`config.mk`:
```
export PLATFORM = sky130hd
export DESIGN_NAME = phase_scheduler
export DESIGN_NICKNAME = d
export VERILOG_FILES = /design/src/rtl/phase_pkg.sv /design/src/rtl/dwell_timer.sv /design/src/rtl/phase_scheduler.sv
export SDC_FILE = /design/constraint.sdc
export NUM_CORES = 1
export LEC_CHECK = 0
export ABC_AREA = 0
export CAP_MARGIN = 40
export CELL_PAD_IN_SITES_DETAIL_PLACEMENT = 1
export CELL_PAD_IN_SITES_GLOBAL_PLACEMENT = 2
export CORE_ASPECT_RATIO = 0.9
export CORE_MARGIN = 3
export CORE_UTILIZATION = 31
export DETAILED_ROUTE_END_ITERATION = 16
export PLACE_DENSITY = 0.81
export SKIP_CTS_REPAIR_TIMING = 1
export SLEW_MARGIN = 30
export SYNTH_ARGS = -nofsm -noshare
export SYNTH_HDL_FRONTEND = slang
export SYNTH_SLANG_ARGS = --single-unit
```
`constraint.sdc`:
```
create_clock -name clk -period 2.5 [get_ports clk]
set_clock_uncertainty 0.2 [all_clocks]
set_input_delay 0.75 -clock clk [delete_from_list [all_inputs] [get_ports clk]]
set_output_delay 0.75 -clock clk [all_outputs]
set_load 0.02 [all_outputs]
```
`src/rtl/phase_pkg.sv`:
```
// Shared phase encodings and default timing for the phase scheduler.
package phase_pkg;

  // Phase register encodings seen by the datapath.
  typedef enum logic [2:0] {
    IDLE  = 3'b000,
    LOAD  = 3'b001,
    RUN   = 3'b010,
    HOLD  = 3'b011,
    ABORT = 3'b100,
    FLUSH = 3'b101
  } phase_t;

  localparam int DEF_CNT_W          = 16;
  localparam int DEF_LOAD_CYCLES    = 4;
  localparam int DEF_RUN_CYCLES     = 8;
  localparam int DEF_FLUSH_CYCLES   = 2;
  localparam int DEF_TIMEOUT_CYCLES = 16;

endpackage

```
`src/rtl/dwell_timer.sv`:
```
// Loadable down-counter that saturates at zero; used as the per-phase dwell timer.
module dwell_timer #(
  parameter int CNT_W = 16
) (
  input  logic             clk,
  input  logic             state_reset,
  input  logic             load,
  input  logic [CNT_W-1:0] value,
  output logic [CNT_W-1:0] count,
  output logic             zero
);

  // Load on phase entry, otherwise count down and hold at zero.
  always_ff @(posedge clk or negedge state_reset) begin
    if (!state_reset) begin
      count <= '0;
    end else if (load) begin
      count <= value;
    end else if (count != '0) begin
      count <= count - CNT_W'(1);
    end
  end

  assign zero = (count == '0);

endmodule

```
`src/rtl/phase_scheduler.sv`:
```
// Phase sequencer: IDLE->LOAD->RUN->HOLD with ABORT->FLUSH recovery, minimum
// dwell per phase, phase_done acknowledge and an acknowledge watchdog.
//
// Handshake: phase_done is a level acknowledge for the current LOAD/RUN phase.
// It may arrive in any cycle of the phase; it is remembered (done_seen) and the
// phase advances on the first edge where the dwell has expired and an
// acknowledge has been seen or is present.
module phase_scheduler
  import phase_pkg::*;
#(
  parameter int CNT_W          = DEF_CNT_W,
  parameter int LOAD_CYCLES    = DEF_LOAD_CYCLES,
  parameter int RUN_CYCLES     = DEF_RUN_CYCLES,
  parameter int FLUSH_CYCLES   = DEF_FLUSH_CYCLES,
  parameter int TIMEOUT_CYCLES = DEF_TIMEOUT_CYCLES
) (
  input  logic             clk,
  input  logic             state_reset,
  input  logic             start,
  input  logic             abort,
  input  logic             clear,
  input  logic             phase_done,
  output logic [2:0]       state,
  output logic             phase_start,
  output logic             busy,
  output logic             timeout,
  output logic [CNT_W-1:0] dwell_cnt
);

  localparam logic [CNT_W-1:0] LOAD_LAST  = CNT_W'(LOAD_CYCLES - 1);
  localparam logic [CNT_W-1:0] RUN_LAST   = CNT_W'(RUN_CYCLES - 1);
  localparam logic [CNT_W-1:0] FLUSH_LAST = CNT_W'(FLUSH_CYCLES - 1);
  localparam logic [CNT_W-1:0] WD_LAST    = CNT_W'(TIMEOUT_CYCLES - 1);

  phase_t           state_q;
  phase_t           state_d;
  logic             phase_start_q;
  logic             timeout_q;
  logic             done_seen_q;
  logic [CNT_W-1:0] wd_q;
  logic             dwell_zero;
  logic             dwell_load;
  logic [CNT_W-1:0] dwell_value;
  logic             entering;
  logic             is_active;
  logic             ack;
  logic             wd_expire;
  logic             timeout_set;
  logic             timeout_clr;

  assign is_active = (state_q == LOAD) || (state_q == RUN);
  assign ack       = done_seen_q | phase_done;
  assign wd_expire = dwell_zero && !ack && (wd_q == WD_LAST);

  dwell_timer #(.CNT_W(CNT_W)) u_dwell (
    .clk         (clk),
    .state_reset (state_reset),
    .load        (dwell_load),
    .value       (dwell_value),
    .count       (dwell_cnt),
    .zero        (dwell_zero)
  );

  // Next phase with abort > watchdog > normal advance > hold, plus dwell load.
  always_comb begin
    state_d     = state_q;
    timeout_set = 1'b0;
    timeout_clr = 1'b0;
    dwell_value = '0;
    case (state_q)
      IDLE: begin
        if (start) begin
          state_d     = LOAD;
          timeout_clr = 1'b1;
        end
      end
      LOAD, RUN: begin
        if (abort) begin
          state_d = ABORT;
        end else if (wd_expire) begin
          state_d     = ABORT;
          timeout_set = 1'b1;
        end else if (dwell_zero && ack) begin
          state_d = (state_q == LOAD) ? RUN : HOLD;
        end
      end
      HOLD: begin
        if (abort) begin
          state_d = ABORT;
        end else if (clear) begin
          state_d = IDLE;
        end
      end
      ABORT: state_d = FLUSH;
      FLUSH: begin
        if (dwell_zero) begin
          state_d = IDLE;
        end
      end
      default: state_d = IDLE;
    endcase
    entering   = (state_d != state_q);
    dwell_load = entering;
    case (state_d)
      LOAD:    dwell_value = LOAD_LAST;
      RUN:     dwell_value = RUN_LAST;
      FLUSH:   dwell_value = FLUSH_LAST;
      default: dwell_value = '0;
    endcase
  end

  // Phase register and the first-cycle pulse of every non-IDLE phase.
  always_ff @(posedge clk or negedge state_reset) begin
    if (!state_reset) begin
      state_q       <= IDLE;
      phase_start_q <= 1'b0;
    end else begin
      state_q       <= state_d;
      phase_start_q <= entering && (state_d != IDLE);
    end
  end

  // Acknowledge memory and watchdog, both restarted on every phase entry.
  always_ff @(posedge clk or negedge state_reset) begin
    if (!state_reset) begin
      done_seen_q <= 1'b0;
      wd_q        <= '0;
    end else if (entering) begin
      done_seen_q <= 1'b0;
      wd_q        <= '0;
    end else if (is_active) begin
      if (phase_done) begin
        done_seen_q <= 1'b1;
      end
      if (dwell_zero && !ack) begin
        wd_q <= wd_q + CNT_W'(1);
      end
    end
  end

  // Sticky watchdog flag, cleared when a new run is accepted.
  always_ff @(posedge clk or negedge state_reset) begin
    if (!state_reset) begin
      timeout_q <= 1'b0;
    end else if (timeout_set) begin
      timeout_q <= 1'b1;
    end else if (timeout_clr) begin
      timeout_q <= 1'b0;
    end
  end

  assign state       = state_q;
  assign phase_start = phase_start_q;
  assign busy        = (state_q != IDLE);
  assign timeout     = timeout_q;

endmodule
```
# Word level (Yosys, flattened, before mapping)

Cells that the tools add are included.
Widths: inputs -> output; s select.

Bits in registers: 38
Latch bits: 0
Bits in writable memories: 0
ROM bits: 0
Input port bits: 6
Memories: 0

$add $sub $neg: 2
Multipliers: 0
Divide/modulo/power cells: 0
Order comparisons: 0
Equality and inequality tests: 10
Shift-type cells: 0
Multiplexer cells: 25
Bitwise operators: 1
Reductions and logical operators: 19

Operators with widths:

| kind                  | number |
|---|---|
| $mux 16               | 5 |
| $mux 3                | 7 |
| $add 16x1->16 const B | 1 |
| $eq 16x4->1 const B   | 1 |
| $logic_not 16->1      | 1 |
| $reduce_bool 16->1    | 1 |
| $sub 16x1->16 const B | 1 |
| $pmux 3 s5            | 1 |
| $mux 1                | 11 |
| $reduce_bool 2->1     | 5 |
| $eq 3x2->1 const B    | 3 |
| $eq 3x3->1 const B    | 3 |
| $pmux 3 s3            | 1 |
| $eq 3x1->1 const B    | 2 |
| $reduce_bool 3->1     | 2 |
| $logic_and 1x1->1     | 4 |
| $reduce_and 2->1      | 2 |
| $logic_not 3->1       | 1 |
| $ne 3x3->1            | 1 |
| $reduce_or 2->1       | 1 |
| $logic_not 1->1       | 1 |
| $logic_or 1x1->1      | 1 |
| $or 1x1->1            | 1 |

# Longest topological paths before layout

Depth in word-level cells: 10
Mapped depth: 9
Gate-level depth less buffers: 8

# Cells and area by module

A second synthesis with hierarchy kept.

Cell total of the unflattened synthesis: 240
Area, all modules: 2301.0 µm²

By module, submodules not included:

| module          | times used | cells each | area an instance (µm²) | sequential area each (µm²) |
|---|---|---|---|---|
| phase_scheduler | 1          | 136        | 1295.0                 | 550.5 |
| dwell_timer     | 1          | 104        | 1006.0                 | 400.4 |

# Worst setup path after synthesis

OpenSTA, ideal clock, no wires.

Path kind: register -> register
From: reg u_dwell.count[0]
To: reg u_dwell.count[5]
Setup time: 0.122 ns
Data arrival time: 2.186 ns
Required time: 2.178 ns
Setup slack: -0.008 ns
Cell stages (with the launch flop): 10
Period minus slack after synthesis: 2.508 ns
Cell sequence: dfrtp_1 inv_1 ha_1 nor4b_2 and4_1 buf_2 or4_1 or3_1 xor2_1 nor2_1

Cells in the longest elaborated chain, start to end: 8

Ends and longest elaborated chain:

| element                                      | line                                         | text |
|---|---|---|
| from (decl)                                  | dwell_timer.sv:9                             | `output logic [CNT_W-1:0] count,` |
| from (signal assigned)                       | dwell_timer.sv:18                            | `count <= value;` |
| from (signal assigned)                       | dwell_timer.sv:20                            | `count <= count - CNT_W'(1);` |
| $logic_not 16->1                             | dwell_timer.sv:24                            | `assign zero = (count == '0);` |
| $logic_and 1x1->1 (on tied branches)         | phase_scheduler.sv:83, phase_scheduler.sv:53 |  |
| $mux 3 or $logic_and 1x1->1 (tied branches)  | phase_scheduler.sv:83, phase_scheduler.sv:53 |  |
| $mux 3                                       | phase_scheduler.sv:80                        | `end else if (wd_expire) begin` |
| $mux 3                                       | phase_scheduler.sv:78                        | `if (abort) begin` |
| $pmux 3 s5                                   | phase_scheduler.sv:70                        | `case (state_q)` |
| $ne 3x3->1                                   | phase_scheduler.sv:102                       | `entering = (state_d != state_q);` |
| $mux 16 or $reduce_bool 2->1 (tied branches) | --                                           |  |

Parallel ways exist; a longest one is shown, timed or not. The select of a mux whose other input is x is not followed.
A chain may end at the register's enable or synchronous reset.

# Final worst setup path

From: in phase_done
To: reg wd_q[10]

Cells in the longest elaborated chain, start to end: 10

Ends and longest elaborated chain:

| element                            | line                                          | text |
|---|---|---|
| from (decl)                        | phase_scheduler.sv:22                         | `input logic phase_done,` |
| $or 1x1->1 *                       | phase_scheduler.sv:52                         | `assign ack = done_seen_q \| phase_done;` |
| $logic_not 1->1                    | phase_scheduler.sv:53, phase_scheduler.sv:135 |  |
| $logic_and 1x1->1                  | phase_scheduler.sv:53, phase_scheduler.sv:135 |  |
| $logic_and 1x1->1                  | phase_scheduler.sv:53                         | `assign wd_expire = dwell_zero && !ack && (wd_q == WD_LAST);` |
| $mux 3                             | phase_scheduler.sv:80                         |  |
| $mux 3                             | phase_scheduler.sv:78                         |  |
| $pmux 3 s5                         | phase_scheduler.sv:70                         |  |
| $ne 3x3->1                         | phase_scheduler.sv:102                        |  |
| $reduce_bool 2->1 (no source line) | --                                            |  |
| $reduce_and 2->1 (no source line)  | --                                            |  |
| to (signal assigned)               | phase_scheduler.sv:136                        | `wd_q <= wd_q + CNT_W'(1);` |
| to (decl)                          | phase_scheduler.sv:40                         | `logic [CNT_W-1:0] wd_q;` |

Every way passes the cells marked *; elsewhere a longest branch is shown, timed or not.

==> flow_metrics.tcl <==
set metrics [dict create \
    cp_data_arrival_time_ps 2460 \
    cap_violations 0 \
    regArea_um2 953 \
    cp-endpoint "wd_q[10]$_DFFE_PN0P_" \
    vias 1982 \
    grt_pass1_wl_um 10100 \
    die_area_um2 8070 \
    clock_sinks 38 \
    core_area_um2 6690 \
    r2r_setup_slack_ps 110 \
    vias_per_cell 5.04 \
    wl_per_cell_um 15.0 \
    clk_latency_ps 300 \
    ys_types 45 \
    die_w_um 94.3 \
    drc 0 \
    critical_path.cell_chain "clkdlybuf4s50_1 > nor2_2 > nand4_1 > or3b_4 > nor4_2 > xnor2_1 > nor2_1" \
    reg2reg_to "u_dwell.count[2]$_DFFE_PN0P_" \
    synth-edff-count 0 \
    htreeDepth 2 \
    reg2regPathDepth 8 \
    cts_tree "built" \
    die_h_um 85.5 \
    finalHoldViolations 0 \
    finish.utilization 0.451 \
    drtIter0Drc 68 \
    synthArstFlopShare 1.00 \
    whs_ps 288 \
    avgSynthCellArea_um2 9.15 \
    cts_root_buf "clkbuf_8" \
    multi_input_area_um2 1230 \
    yosysWarnings 0 \
    firstDrtPassIters 4 \
    synth_seq_cells 38 \
    cp_slowest_cell "or3b_4" \
    setup_tns_ps 0 \
    initial_utilization 0.325 \
    period_share 0.986 \
    rsz0062_at_grt "true" \
    worst_pin_slew_ps 508 \
    crit_start "phase_done" \
    overflow 0 \
    fillers 790 \
    synth_nets 247 \
    leakagePower_nw 1.29 \
    cellPowerDensity_nw_per_um2 1080 \
    cts_buffers 5 \
    port_buffers 27 \
    hold_class "input pin to asynchronous set/reset pin" \
    synth-main-ff-cell "dfrtp_1" \
    cp-end-kind "register" \
    r2r_start "u_dwell.count[0]$_DFFE_PN0P_" \
    cts_buffer_depth 2 \
    worstPathMaxFanout 11 \
    ant_nets 0 \
    row_count 28 \
    syn_to_final_growth_pct 38.7 \
    critPathLaunchType "input pin" \
    status "finished clean" \
    nets 311 \
    finalSetupViolations 0 \
    wl_um 5900 \
    max_freq_ghz 0.406 \
    cp.required_ps 2490 \
    track_usage 0.157 \
    diodes 0 \
    irDropWorstVdd_uv 708 \
    drive_gt1_frac 0.231 \
    syn_inst 238 \
    io_pins 28 \
    antenna_found_initial 0 \
    gp_congestion 0.795 \
    ys_seq_area_frac 0.437 \
    period_needed_ps 2470 \
    grt_max_degree 39 \
    relSlewSlack 0.662 \
    clk_pin_slew_ps 80 \
    critPathKind "input pin to register" \
    drv_slew 0 \
    synth_area_um2 2180 \
    hpwl_um 4240 \
    grt_pass1_vias 2094 \
    cp_slowest_stage_delay_ps 500 \
]
==> power breakdown <==
group | switching [mW] | internal [mW]
Clock | 0.239 | 0.294
Combinational | 0.966 | 0.877
Sequential | 0.131 | 0.747
Total | 1.34 | 1.92
==> per-layer routing <==
layer	track usage	part of all wire
met2	0.244	0.46
met1	0.223	0.51
met3	0.0325	0.019
met5	0	0
met4	0.0394	0.011
==> Yosys cell counts (4+ instances only) <==
library cell,n,share of area
a21oi_1,12,0.028
buf_2,4,0.0092
clkbuf_1,4,0.0069
dfrtp_1,38,0.44
inv_1,7,0.012
nand2_1,16,0.028
nand3_1,8,0.018
nand4_1,4,0.011
nor2_1,35,0.060
nor3_1,9,0.021
nor3b_1,4,0.014
nor4_1,12,0.034
o21ai_0,9,0.021
o31ai_1,4,0.014
or3_1,7,0.020
xnor2_1,16,0.064
xor2_1,8,0.032
==> state kept, by name, indices dropped and copies added (netlist names) <==
name and cells:
wd_q 16, state 3, u_dwell.count 16, done_seen_q 1, phase_start 1, timeout 1
==> logic make-up after synthesis <==
logic type	count (synthesis)	share of synthesized area
AOI/OAI and AO/OA	37	0.107
adders and majority gates	3	0.0172
buffers and inverters	16	0.0333
muxes	4	0.0190
xor gates and xnor gates	24	0.0966
and+or+nand+nor	116	0.290
DFF	38	0.437
==> cell usage in the layout (no fill, tap or decap), drive strengths merged, types with 5 or more instances in the layout <==
master	count
inv	7
nand2	16
or3	7
xnor2	16
clkbuf	5
a21oi	12
nor4	14
clkdlybuf4s50	23
o21ai	9
dfrtp	38
nor3	9
nor2	37
xor2	8
buf	40
nand3	8
==> critical path, delay by kind of cell <==
family	cells	cell delay, ps
xor+xnor	1	160
simple gates	5	1110
buf+inv	1	450
==> layout make-up <==
| cell class | instances | area share |
|---|---|---|
| clock buffer | 5 | 0.0228 |
| clock inverter | 3 | 0.0133 |
| inverter | 7 | 0.00870 |
| multi-input combinational | 184 | 0.407 |
| sequential | 38 | 0.316 |
| tap | 90 | 0.0373 |
| timing repair buffer | 66 | 0.196 |
==> worst min path at each step <==
stage / from / end / slack, ps / cells past startpoint
finish: state_reset / wd_q[3]$_DFFE_PN0P_ / 290 / 2
global route: timeout$_DFFE_PN0P_ / timeout$_DFFE_PN0P_ / 330 / 2
CTS: timeout$_DFFE_PN0P_ / timeout$_DFFE_PN0P_ / 300 / 2
detailed placement: timeout$_DFFE_PN0P_ / timeout$_DFFE_PN0P_ / 280 / 2
global placement: timeout$_DFFE_PN0P_ / timeout$_DFFE_PN0P_ / 270 / 2
floorplan: state_reset / done_seen_q$_DFFE_PN0P_ / 250 / 0
==> through the flow <==
stage	setup slack [ps]	area (um^2)	total power, mW	cells
after floorplan	33.4	2180	1.84	238
after global placement	-312	2830	2.68	385
after detailed placement	-381	2830	2.70	385
after CTS	-89.1	2940	3.25	393
after global routing	-63.0	3020	3.51	393
final	34.0	3020	3.25	393
(Power assumes the default switching activity.)
==> RTL edit 1: new RTL, same flow settings <==
`DEF_CNT_W`: 16 -> 32.
--- a/src/rtl/phase_pkg.sv
+++ b/src/rtl/phase_pkg.sv
@@ -11,7 +11,7 @@
     FLUSH = 3'b101
   } phase_t;
 
-  localparam int DEF_CNT_W          = 16;
+  localparam int DEF_CNT_W          = 32;
   localparam int DEF_LOAD_CYCLES    = 4;
   localparam int DEF_RUN_CYCLES     = 8;
   localparam int DEF_FLUSH_CYCLES   = 2;
Ports: changed (resized dwell_cnt); port bits go from 28 to 44. No check against the original RTL was run, so the function may have changed too.
==> RTL edit 1 against the unedited design <==
- the run now ends with setup timing left
- utilization is 2.9 points higher
- area after synthesis up 73%
- global-route usage increased by 1.8 points
- sequential cell count is 32 higher
- via count rose by 77%
- maximum frequency decreased by 18%
- largest power group unchanged
- sequential power grew 71%
- wire length grew 100%
- cell area is 85% higher
- worst setup slack worse by 0.54 ns
- total power up 62%
- count of clock-buffer cells in the layout grew 7
==> RTL edit 1: results (changes against the unedited design) <==
* Status: complete, but fails checks
* Pin count of the biggest net entering global routing at 71 (+82%)
* First-pass GRT wire length at 18,900 um (+87%)
* Peak VDD IR at 0.000684 V (-3.4%)
* Layout cells sized above 1 at 0.286 (+0.0552)
* Fin nets at 556 (+79%)
* Pleak at 0.00260 uW (+100%)
* WL/cell at 16.8 um (+12%)
* Initial DRC count at 133 (+96%)
* Met2 Resource Use GR at 0.299 (+0.0544)
* Vias/cell at 4.96 (-1.6%)
* Vias in the first global route at 3,846 (+84%)
* Slew HR at 0.577 (-0.0847)
* Slowest cell on crit path: or4b_4
* Worst-Skew Late Latency at 0.34 ns (+0.04 ns)
* Routed vias at 3,513 (+77%)
* Data arrival, critical path at 3.05 ns (+0.59 ns)
* Synthesized net count at 410 (+66%)
* Met1 Use GR at 0.221 (-0.00154)
* Hpwl dp at 8100 um (+91%)
* Seq. pwr at 1500 uW (+71%)
* Gpl congestion at 0.828 (+4.1%)
* CTS H-tree lvls at 3 (+1)
* Clk root buf: clkbuf_16
* P_comb at 2460 uW (+34%)
* Seq/Total Area, Yosys at 0.466 (+0.0293)
* Final setup fails at 67 (+67)
* Net Sw Power at 1860 uW (+39%)
* Met3 Use GR at 0.0425 (+0.0100)
* Wire length on met2 at 6190 um (+130%)
* Max FO, Critical Path at 4 (-7)
* Failing checks: setup timing
* Max incr delay on CP at 0.47 ns (-0.03 ns)
* Filler Cell Count at 1,313 (+66%)
* Placed Cells at 684 (+78%)
* M1 WL at 5150 um (+71%)
* Most frequent cells after synthesis: 85 x nor2_1, 70 x dfrtp_1, 35 x xnor2_1, 27 x xor2_1, 21 x nand2_1
* GRT Util Overall at 0.175 (+0.0182)
* Synth top area cells: dfrtp_1 47%, nor2_1 8.5%, xnor2_1 8.2%
* Post-route setup slack at -0.508 ns (-0.541 ns)
* Syn avg cell area at 9.37 sq um (+2.5%)
* TritonCTS Buffers at 9 (+4)
* CTS clock-pin slew for the worst setup and hold paths at 0.05 ns (-0.03 ns)
* Met3 routed WL at 365 um (+230%)
[RTL edit 1: cell count changes after synthesis, sizes merged, moves of 7 or more]
cell,delta
nand3,+8
xor2,+19
dfrtp,+32
a21oi,-7
nor3,+10
nor2,+48
xnor2,+19
[RTL edit 1: cell families (layout without fill, tap and decap cells)]
group,Yosys count,count (layout),synth area share
AOI/OAI and AO/OA,30,30,0.0539
buffers and inverters,26,176,0.0366
muxes,2,2,0.00533
DFF,70,70,0.466
and+or+nand+nor,208,209,0.284
xor gates and xnor gates,62,62,0.144
adders and majority gates,3,3,0.00999
[RTL edit 1: final timing paths]
kind	from	end	slack, ns	cells after the start
min in group clk	timeout	timeout	0.31	1
min reg2reg	timeout	timeout	0.31	1
min	state_reset	wd_q[20]	0.22	2
max	u_dwell.count[0]	u_dwell.count[0]	-0.51	10
max in group asynchronous	state_reset	u_dwell.count[14]	1.53	2
max reg2reg	u_dwell.count[0]	u_dwell.count[0]	-0.51	10
[RTL edit 1: area by class of cell]
class | count | area, sq um | share of cell area
inverters | 10 | 37.5 | 0.00672
repair buffers | 150 | 1310 | 0.234
flip-flops and latches | 70 | 1760 | 0.315
clock inverters | 4 | 45.0 | 0.00807
clock buffers | 12 | 256 | 0.0459
well taps | 156 | 195 | 0.0350
multi-input cells | 306 | 1980 | 0.355
[RTL edit 1: stage by stage]
step                power (uW)  TNS [ns]  setup WS, ns  cell area, sq um
floorplan                 2570    -29.22        -0.472              3780
finish                    5260    -30.64        -0.508              5580
global route              5560    -38.09        -0.609              5580
detailed placement        3850    -33.15        -0.548              5100
CTS                       5220    -35.30        -0.555              5400
global placement          3760    -29.54        -0.465              5100
==> RTL edit 2: new RTL, same flow settings <==
Without the edit above. Register the inputs `start`, `abort`, `clear` and `phase_done` before use, without a reset. The logic sees them one clock later.
--- a/src/rtl/phase_scheduler.sv
+++ b/src/rtl/phase_scheduler.sv
@@ -32,6 +32,18 @@
   localparam logic [CNT_W-1:0] FLUSH_LAST = CNT_W'(FLUSH_CYCLES - 1);
   localparam logic [CNT_W-1:0] WD_LAST    = CNT_W'(TIMEOUT_CYCLES - 1);
 
+  logic start_q;
+  logic abort_q;
+  logic clear_q;
+  logic phase_done_q;
+
+  always_ff @(posedge clk) begin
+    start_q      <= start;
+    abort_q      <= abort;
+    clear_q      <= clear;
+    phase_done_q <= phase_done;
+  end
+
   phase_t           state_q;
   phase_t           state_d;
   logic             phase_start_q;
@@ -49,7 +61,7 @@
   logic             timeout_clr;
 
   assign is_active = (state_q == LOAD) || (state_q == RUN);
-  assign ack       = done_seen_q | phase_done;
+  assign ack       = done_seen_q | phase_done_q;
   assign wd_expire = dwell_zero && !ack && (wd_q == WD_LAST);
 
   dwell_timer #(.CNT_W(CNT_W)) u_dwell (
@@ -69,13 +81,13 @@
     dwell_value = '0;
     case (state_q)
       IDLE: begin
-        if (start) begin
+        if (start_q) begin
           state_d     = LOAD;
           timeout_clr = 1'b1;
         end
       end
       LOAD, RUN: begin
-        if (abort) begin
+        if (abort_q) begin
           state_d = ABORT;
         end else if (wd_expire) begin
           state_d     = ABORT;
@@ -85,9 +97,9 @@
         end
       end
       HOLD: begin
-        if (abort) begin
+        if (abort_q) begin
           state_d = ABORT;
-        end else if (clear) begin
+        end else if (clear_q) begin
           state_d = IDLE;
         end
       end
@@ -129,7 +141,7 @@
       done_seen_q <= 1'b0;
       wd_q        <= '0;
     end else if (is_active) begin
-      if (phase_done) begin
+      if (phase_done_q) begin
         done_seen_q <= 1'b1;
       end
       if (dwell_zero && !ack) begin
Check against the original RTL: not equivalent (a bounded check fails within 4 cycles, from zero or initial values and one cycle with state_reset low).
==> RTL edit 2 against the unedited design <==
- the run now ends with setup timing left
- area after synthesis rose by 1.7%
- cell area increased by 16%
- non-clock buffer count rose by 25
- sequential cell count up 4
- worst setup slack got worse by 0.16 ns
- total power increased by 30%
- wire length rose by 23%
- critical endpoint is now wd_q[15]
- highest routed layer unchanged
==> RTL edit 2: results (changes against the unedited design) <==
* Wire length on met2 at 3590 um (+33%)
* Status: complete, but fails checks
* Filler Cell Count at 728 (-7.8%)
* Seq pwr share at 0.235 (-0.035)
* Vias/cell at 5.04 (about the same)
* Hpwl dp at 4810 um (+13%)
* Peak VDD IR at 0.000609 V (-14%)
* Final setup fails at 14 (+14)
* Placed Cells at 398 (+3.4%)
* Layout cells sized above 1 at 0.399 (+0.168)
* Ys async rst share at 0.905 (-0.0952)
* Data arrival, critical path at 2.62 ns (+0.16 ns)
* Adder-cell share of the synthesized area at 0.0113 (-0.00594)
* Slew @ Worst Pin at 0.547 ns (+0.0389 ns)
* Met3 routed WL at 115 um (+3.6%)
* Pleak at 0.00149 uW (+16%)
* Xor and xnor area share after synthesis at 0.123 (+0.0261)
* Met2 Resource Use GR at 0.288 (+0.0438)
* WL/cell at 17.4 um (+16%)
* Vias in the first global route at 2,270 (+8.4%)
* Mux cell area share after synthesis at 0.00904 (-0.00992)
* Seq/Total Area, Yosys at 0.466 (+0.0290)
* Met1 Use GR at 0.230 (+0.00749)
* Gpl congestion at 0.824 (+3.5%)
* Synth top area cells: dfrtp_1 43%, xnor2_1 7.5%, nor2_1 7.0%
* Initial DRC count at 73 (+7.4%)
* Most frequent cells after synthesis: 41 x nor2_1, 38 x dfrtp_1, 19 x nand2_1, 19 x xnor2_1
* Max FO, Critical Path at 6 (-5)
* Fin nets at 333 (+7.1%)
* GRT Util Overall at 0.172 (+0.0156)
* P_comb at 2690 uW (+46%)
* Routed vias at 2,096 (+5.8%)
* Syn avg cell area at 9.26 sq um (+1.2%)
* Failing checks: setup timing
* Pint at 2500 uW (+30%)
* First-pass GRT wire length at 11,000 um (+8.9%)
* FF-to-FF End: wd_q[15]
* Post-route setup slack at -0.129 ns (-0.163 ns)
* Met3 Use GR at 0.0228 (-0.00965)
* Placed cell area at 3010 sq um (+6.3%)
* Seq. pwr at 996 uW (+13%)
* Place WS at -0.136 ns (+0.245 ns)
* CP Launch Type: register
* Synth cell types at 42 (-6.7%)
* Post-synthesis compound-gate area fraction at 0.0627 (-0.0441)
## RTL edit 2: metrics by stage
stage / util / hold WS (ns) / TNS (ns)
global route: 0.518 / 0.210 / -3.08
finish: 0.518 / 0.202 / -0.945
global placement: 0.444 / 0.299 / -0.266
detailed placement: 0.444 / 0.330 / -2.18
floorplan: - / 0.254 / -1.03
CTS: 0.461 / 0.210 / -3.53
## RTL edit 2: area by class of cell
class | instances | area [sq um] | area share
Sequential cell | 42 | 1050 | 0.299
Clock inverter | 3 | 45.0 | 0.0129
Clock buffer | 5 | 68.8 | 0.0196
Inverter | 6 | 22.5 | 0.00643
Multi-Input combinational cell | 179 | 1370 | 0.391
Tap cell | 90 | 113 | 0.0321
Timing Repair Buffer | 91 | 838 | 0.239
## RTL edit 2: worst max-delay path, stage by stage, from the launching register on
cell     delay [ns]
dfrtp_2        0.42
inv_2          0.08
ha_4           0.14
or3b_4         0.38
or4_4          0.56
nor4_4         0.30
and4_1         0.26
xnor2_1        0.14
nor2_2         0.04
